===== src/rtl/io_out_queue_pkg.sv =====
// rtl/io_out_queue_pkg.sv - shared output-interface codes and controller-internal queue defaults
package io_out_queue_pkg;

    // Output-interface widths and command codes
    localparam int OD_N = 8;
    localparam int OC_N = 2;

    typedef enum logic [OC_N-1:0] {
        OC_NON = 2'd0,
        OC_ACK = 2'd1,
        OC_NUM = 2'd2,
        OC_ERR = 2'd3
    } oc_e;

    // Controller-internal output queue defaults
    localparam int IOQ_DEPTH_DEF   = 4;
    localparam int IOQ_RESERVE_DEF = 2;

endpackage


===== src/rtl/io_out_fifo_mem.sv =====
// rtl/io_out_fifo_mem.sv - DEPTH x W register array, one write port, head and tail async reads
module io_out_fifo_mem #(
    parameter int W     = 10,
    parameter int DEPTH = 4
) (
    input  logic                       Clock,
    input  logic                       wr_en,
    input  logic [$clog2(DEPTH)-1:0]   wr_addr,
    input  logic [W-1:0]               wr_word,
    input  logic [$clog2(DEPTH)-1:0]   rd_addr,
    output logic [W-1:0]               rd_word,
    input  logic [$clog2(DEPTH)-1:0]   tail_addr,
    output logic [W-1:0]               tail_word
);

    logic [W-1:0] mem [DEPTH];

    // Storage contents are don't-care until written, so the array has no reset
    always_ff @(posedge Clock) begin
        if (wr_en) begin
            mem[wr_addr] <= wr_word;
        end
    end

    assign rd_word   = mem[rd_addr];
    assign tail_word = mem[tail_addr];

endmodule


===== src/rtl/io_out_queue.sv =====
// rtl/io_out_queue.sv - registered output event FIFO with in_ack throttling; optional IO_ACK_MERGE_EN
module io_out_queue
    import io_out_queue_pkg::*;
#(
    parameter int OD_W    = OD_N,
    parameter int OC_W    = OC_N,
    parameter int DEPTH   = IOQ_DEPTH_DEF,
    parameter int RESERVE = IOQ_RESERVE_DEF
) (
    input  logic                     Clock,
    input  logic                     Reset,
    input  logic                     in_en,
    output logic                     in_ack,
    input  logic                     push_valid,
    input  logic [OC_W-1:0]          push_cmd,
    input  logic [OD_W-1:0]          push_data,
    output logic                     push_ready,
    output logic                     out_valid,
    output logic [OC_W-1:0]          out_cmd,
    output logic [OD_W-1:0]          out_data,
    input  logic                     out_ready,
    output logic [$clog2(DEPTH):0]   level,
    output logic                     overflow,
    input  logic                     ovf_clr
);

    localparam int AW = $clog2(DEPTH);
    localparam int EW = OC_W + OD_W;

    localparam logic [AW:0]     DEPTH_C = (AW+1)'(DEPTH);
    localparam logic [AW:0]     RES_C   = (AW+1)'(RESERVE);
    localparam logic [AW:0]     ONE_C   = (AW+1)'(1);
    localparam logic [OC_W-1:0] CMD_NON = OC_W'(OC_NON);
    localparam logic [OC_W-1:0] CMD_ACK = OC_W'(OC_ACK);

    logic [AW-1:0] wr_ptr;
    logic [AW-1:0] rd_ptr;
    logic [AW-1:0] tail_ptr;
    logic [AW:0]   count;
    logic          ovf_q;
    logic [EW-1:0] head_word;
    logic [EW-1:0] tail_word;

    logic full;
    logic empty;
    logic pop;
    logic push_real;
    logic merge;
    logic wr_en;
    logic ovf_set;

    assign full      = (count == DEPTH_C);
    assign empty     = (count == '0);
    assign pop       = !empty && out_ready;
    assign push_real = push_valid && (push_cmd != CMD_NON);
    assign tail_ptr  = wr_ptr - 1'b1;

`ifdef IO_ACK_MERGE_EN
    logic tail_is_ack;
    logic tail_popping;
    logic unused_tail_data;

    // The tail is being popped only when it is also the head (single entry)
    assign tail_is_ack      = (tail_word[EW-1 -: OC_W] == CMD_ACK);
    assign tail_popping     = pop && (count == ONE_C);
    assign merge            = push_real && (push_cmd == CMD_ACK) && !empty
                              && tail_is_ack && !tail_popping;
    assign unused_tail_data = ^tail_word[OD_W-1:0];
`else
    logic unused_tail;
    logic unused_one;

    assign merge       = 1'b0;
    assign unused_tail = ^tail_word;
    assign unused_one  = ^ONE_C;
`endif

    // A merged ACK never takes a slot, so it is safe even while full
    assign wr_en   = push_real && !full && !merge;
    assign ovf_set = push_real && full && !merge;

    io_out_fifo_mem #(
        .W     (EW),
        .DEPTH (DEPTH)
    ) u_mem (
        .Clock     (Clock),
        .wr_en     (wr_en),
        .wr_addr   (wr_ptr),
        .wr_word   ({push_cmd, push_data}),
        .rd_addr   (rd_ptr),
        .rd_word   (head_word),
        .tail_addr (tail_ptr),
        .tail_word (tail_word)
    );

    // Pointer and occupancy tracking; pointers wrap naturally at DEPTH
    always_ff @(posedge Clock or negedge Reset) begin
        if (!Reset) begin
            wr_ptr <= '0;
            rd_ptr <= '0;
            count  <= '0;
        end else begin
            if (wr_en) begin
                wr_ptr <= wr_ptr + 1'b1;
            end
            if (pop) begin
                rd_ptr <= rd_ptr + 1'b1;
            end
            case ({wr_en, pop})
                2'b10:   count <= count + 1'b1;
                2'b01:   count <= count - 1'b1;
                default: count <= count;
            endcase
        end
    end

    // Sticky overflow flag; a same-cycle set beats the clear
    always_ff @(posedge Clock or negedge Reset) begin
        if (!Reset) begin
            ovf_q <= 1'b0;
        end else if (ovf_set) begin
            ovf_q <= 1'b1;
        end else if (ovf_clr) begin
            ovf_q <= 1'b0;
        end
    end

    assign push_ready = !full;
    assign out_valid  = !empty;
    assign out_cmd    = empty ? CMD_NON : head_word[EW-1 -: OC_W];
    assign out_data   = empty ? '0 : head_word[OD_W-1:0];
    assign level      = count;
    assign overflow   = ovf_q;

    // Only accept new input when the responses it may generate are guaranteed room
    assign in_ack = Reset && in_en && ((DEPTH_C - count) >= RES_C);

endmodule


===== config.mk =====
export PLATFORM = sky130hd
export DESIGN_NAME = io_out_queue
export DESIGN_NICKNAME = d
export VERILOG_FILES = /design/src/rtl/io_out_queue_pkg.sv /design/src/rtl/io_out_fifo_mem.sv /design/src/rtl/io_out_queue.sv
export SDC_FILE = /design/constraint.sdc
export NUM_CORES = 1
export LEC_CHECK = 0
export BUFFER_PORTS_ARGS = -buffer_cell sky130_fd_sc_hd__buf_4
export CAP_MARGIN = 20
export CORE_MARGIN = 2
export CORE_UTILIZATION = 55
export CTS_BUF_LIST = sky130_fd_sc_hd__clkbuf_4 sky130_fd_sc_hd__clkbuf_8
export CTS_CLUSTER_DIAMETER = 40
export CTS_CLUSTER_SIZE = 12
export DETAILED_ROUTE_END_ITERATION = 10
export PLACE_DENSITY = 0.77
export SETUP_SLACK_MARGIN = 0.05
export SLEW_MARGIN = 5
export SYNTH_ARGS = -nofsm -noshare
export SYNTH_HDL_FRONTEND = slang
export SYNTH_HIERARCHICAL = 1
export SYNTH_SLANG_ARGS = --single-unit

===== constraint.sdc =====
create_clock -name Clock -period 3.8 [get_ports Clock]
set_clock_uncertainty 0.2 [all_clocks]
set_input_delay 0.19 -clock Clock [delete_from_list [all_inputs] [get_ports Clock]]
set_output_delay 0.19 -clock Clock [all_outputs]
set_load 0.01 [all_outputs]

# After elaboration in Yosys (flattened, before gate mapping)
# Memories as Yosys holds them, arrays and structs flattened.
# Cells that the tools add are included.
# op_classes
order_cmp	1
shifts	0
add_sub_neg	5
mux	7
mul	0
n_eq_ne	3
n_div	0
reduce_logical	12
n_bitwise	0
# ops
op	n
8-bit two-way mux	1
1-bit logical AND	6
3-bit case mux with 2 select lines	1
2-bit nonzero test	3
2-bit by 1-bit adder with 2-bit output (second input constant)	2
1-bit two-way mux	4
3-bit by 1-bit adder with 3-bit output (second input constant)	1
3-bit equality test (second input constant)	1
3-bit by 2-bit greater-or-equal comparator with 1-bit output (second input constant)	1
3-bit zero test	1
3-bit by 1-bit subtractor with 3-bit output (second input constant)	1
3-bit subtractor (first input constant)	1
2-bit by 1-bit equality test with 1-bit output (second input constant)	1
2-bit equality test (second input constant)	1
1-bit zero test	2
2-bit two-way mux	1
# totals
wordCells	33
latchBits	0
mem_count	1
out_inout_bits	17
ff_bits	8
mem_bits_rw	40
input_bits	16
romBits	0
# mem_list
name	depth	word_bits	read_ports	rd_ports_with_merged_regs	wr	line	source
u_mem.mem	4	10	1	0	1	io_out_fifo_mem.sv:16	logic [W-1:0] mem [DEPTH];

# Longest topological paths before layout
# logic_depth
ltp_word	5
ltp_mapped	11
mapped_depth_nobuf	11

# By module
# The synthesis kept the hierarchy.
# by_module_without_submodules
module	cells_each	area_per_inst_um2	seq_area_each_um2	instances
io_out_fifo_mem	68	1715.4	1201.2	1
io_out_queue	52	531.8	200.2	1

# Worst setup path before layout
# No wires, ideal clock.
# synth_timing
path_type	reg2reg
start	register count[0], in the netlist level[0]
end	memory u_mem.mem[0][0] (enable)
n_path_buf	0
required_ns	3.208
setup_ns	0.392
path_slack_ns	1.223
arrival_ns	1.984
synth_period_minus_slack_ns	2.577
path_stages_with_launch	6
path_cell_list	dfrtp_1 inv_1 ha_1 ha_1 nor2_2 nor3b_1
# synth_via
elab_chain_len	5
# synth_lines
element	line	source
from (decl)	io_out_queue.sv:39	logic [AW:0] count;
from (signal assigned)	io_out_queue.sv:110	2'b10: count <= count + 1'b1;
from (signal assigned)	io_out_queue.sv:111	2'b01: count <= count - 1'b1;
from (signal assigned)	io_out_queue.sv:112	default: count <= count;
3-bit equality test	io_out_queue.sv:52	assign full = (count == DEPTH_C);
1-bit zero test	io_out_queue.sv:79	assign wr_en = push_real && !full && !merge;
1-bit logical AND	io_out_queue.sv:79	
via wr_en	io_out_queue.sv:49	logic wr_en;
1-bit two-way mux	io_out_fifo_mem.sv:20	if (wr_en) begin
1-bit two-way mux (not written as such)	io_out_fifo_mem.sv:21	mem[wr_addr] <= wr_word;
to (decl)	io_out_fifo_mem.sv:16	
# The timed path passes the listed nets, and every way through them passes these cells.

# Worst setup path in the final report
# layout_timing
start	register count[0], in the netlist level[0]
end	register count[2], in the netlist level[2]
# layout_via
elab_chain_len	5
elab_cells_between_ends	12
cone_classes	2 x add/sub; 3 x eq/ne; 1 x mux; 6 x reduce/logical
# layout_lines
element	line	source
3-bit zero test (*)	io_out_queue.sv:53	assign empty = (count == '0);
1-bit zero test (*)	io_out_queue.sv:54	assign pop = !empty && out_ready;
1-bit logical AND (*)	io_out_queue.sv:54	
via pop	io_out_queue.sv:46	logic pop;
2-bit by 1-bit equality test with 1-bit output or 2-bit equality test (tied branches)	io_out_queue.sv:109	case ({wr_en, pop})
3-bit case mux with 2 select lines or 2-bit nonzero test (tied branches)	n/a	
# Mark *: on every way through the listed nets, which the timed path passes. The rest lies on a longest branch.
# A chain may end at the register's enable or synchronous reset.

==> results.md <==
* GR Util met1 at 21.9%
* # Max-Cap Violations at 0
* Core Util, Final at 72.9%
* Slowest-stage cell, CP: dfrtp_1
* Initial antenna violation count at 0
* Most common cell on crit path: ha_1
* Fmax at 0.379 GHz
* DIE AREA at 4130 um2
* Post-CTS Setup Inserts at 0
* Die width at 64.3 um
* Gpl congestion at 0.866
* Latest clock arrival within the worst-skew pair at 350 ps
* Routing usage on met3 at 3.70%
* Global Route Usage Sum at 18.3%
* CP Launch Type: register
* Worst Path Arrival at 2730 ps
* Mapped Cells at 107
* Residual DRC at 0
* Yosys warns at 6
* Worst EP required at 3890 ps
* Pwr per Cell Area at 678 nW/um2
* Vias per Instance at 5.28
* Clock transition at path regs at 130 ps
* Reg area at 1400 um2
* NumNets Final at 181
* Ant. Diodes at 0
* First-pass GRT wire length at 5290 um
* Clock Sinks at 48
* Layout fillers at 239
* Number of setup violations in the final report at 0
* H-tree depth at 2
* Critical Path, Cell by Cell: inv_1 > ha_1 > ha_1 > and2b_2 > ha_1 > inv_1 > fa_1 > xor2_1 > nor2_1 > xnor2_1
* Worst path bufs/invs at 2
* Slowest stage delay, CP at 410 ps
* Boundary pin count at 33
* Pin count of the biggest net entering global routing at 15
* Final worst path period need at 2640 ps
* Routed Antenna Nets at 0
* M2 GR Usage at 31.6%
* Routed WL at 3320 um
* Vias in the first global route at 1,106
* Min-Delay Path Class: in2reg
* Final period util at 69.4%
* Setup crit end kind: register
* Synth Cell Area at 2000 um2
* RSZ-0062 raised after global routing: no
* TritonCTS buffer count at 5
* Drt first pass iters at 4
* FP Rows at 21
* Most used routing layer in global routing: met2
* Starting density of the core at 58.5%
* Critical-path maximum fanout at 12
* Final Hold Violating Endpoints at 0
* Initial DRC Count at 29
* CTS tree: built
* Setup Crit Path Kind: reg2reg
* GRT Residual Overflow at 0
* Syn nets at 129
* DR WL/cell at 16.1 um
* Core area at 3420 um2
* Hpwl dp at 2220 um
* Worst vdd rail ir drop at 0.000330 V
* LEAKAGE at 0.967 nW
* Setup TNS at 0 ps
* CTS Buffer Depth at 2
* Hold Buf Count CTS at 15
* Die extent in y at 64.3 um
* Slew headroom at 53.9%
* Slew @ Worst Pin at 692 ps
* Layout area overhead at 24.6%
* Syn avg cell area at 18.7 um2
* Clock root buffer: clkbuf_4
* Layout cells sized above 1 at 34.4%
* Post-CTS Resized at 0
* Crit path max-delay family: adder cells
* Status: completed
* PortBufs at 32
* Multi-input logic area at 538 um2
* Routed vias at 1,088
* Slew Viols, Final at 0
path summary, 6_finish.rpt:
check	start	endpoint	slack (ps)	cells after the start
hold / removal	push_valid	wr_ptr[1]	20	4
setup / recovery	level[0]	level[2]	1160	10
max in group asynchronous	Reset	wr_ptr[0]	2500	3
min in group asynchronous	Reset	rd_ptr[1]	630	3
hold reg to reg	level[0]	level[0]	330	1
setup reg to reg	level[0]	level[2]	1160	10
per-layer routing:
| layer | part of all wire (%) | wire, um |
|---|---|---|
| met1 | 42 | 1400 |
| met2 | 53 | 1750 |
| met3 | 3.2 | 107 |
| met4 | 1.8 | 59 |
| met5 | 0 | 0 |
state kept, by name, summed over array words and instances, names as in the netlist:
name and flops:
level 3, overflow 1, rd_ptr 2, wr_ptr 2, u_mem/mem 40
cells in the final DEF (no fill, tap or decap), types with 2 or more instances in the layout:
master,count
and2b_1,6
and3b_1,2
buf_4,33
clkbuf_4,6
dfrtp_1,8
dlygate4sd3_1,15
edfxtp_1,40
ha_1,5
inv_1,9
mux4_2,10
nor2b_1,4
xnor2_1,4
xor2_1,3
layout make-up:
cell class | instances | share of cell area [%]
Clock buffer | 6 | 1.81
Clock inverter | 2 | 0.452
Inverter | 10 | 1.51
Multi-Input combinational cell | 46 | 21.6
Sequential cell | 48 | 56.3
Tap cell | 46 | 2.31
Timing Repair Buffer | 48 | 16.0
metrics by stage:
stage	std cells	hold slack [ps]	area, um2	setup slack (ps)	total power, mW
after detailed placement	183	-178	2280	1170	1.47
after global placement	183	-183	2280	1240	1.46
final	206	16.0	2490	1160	1.69
after CTS	206	9.90	2490	1160	1.71
after global routing	206	48.2	2490	1010	1.80
after floorplan	107	-306	2000	1220	1.21
worst min-delay path: stages:
cell	delay, ps
buf_4	80
o21ai_2	70
nor3_2	120
xor2_1	80
power by group:
part           leakage, nW  switching, mW  total, mW  internal [mW]
Clock               0.0293          0.148      0.225         0.0777
Sequential           0.460          0.101      0.787          0.686
Combinational        0.478          0.286      0.676          0.390
Note: power is estimated with default switching activity, not from simulation.
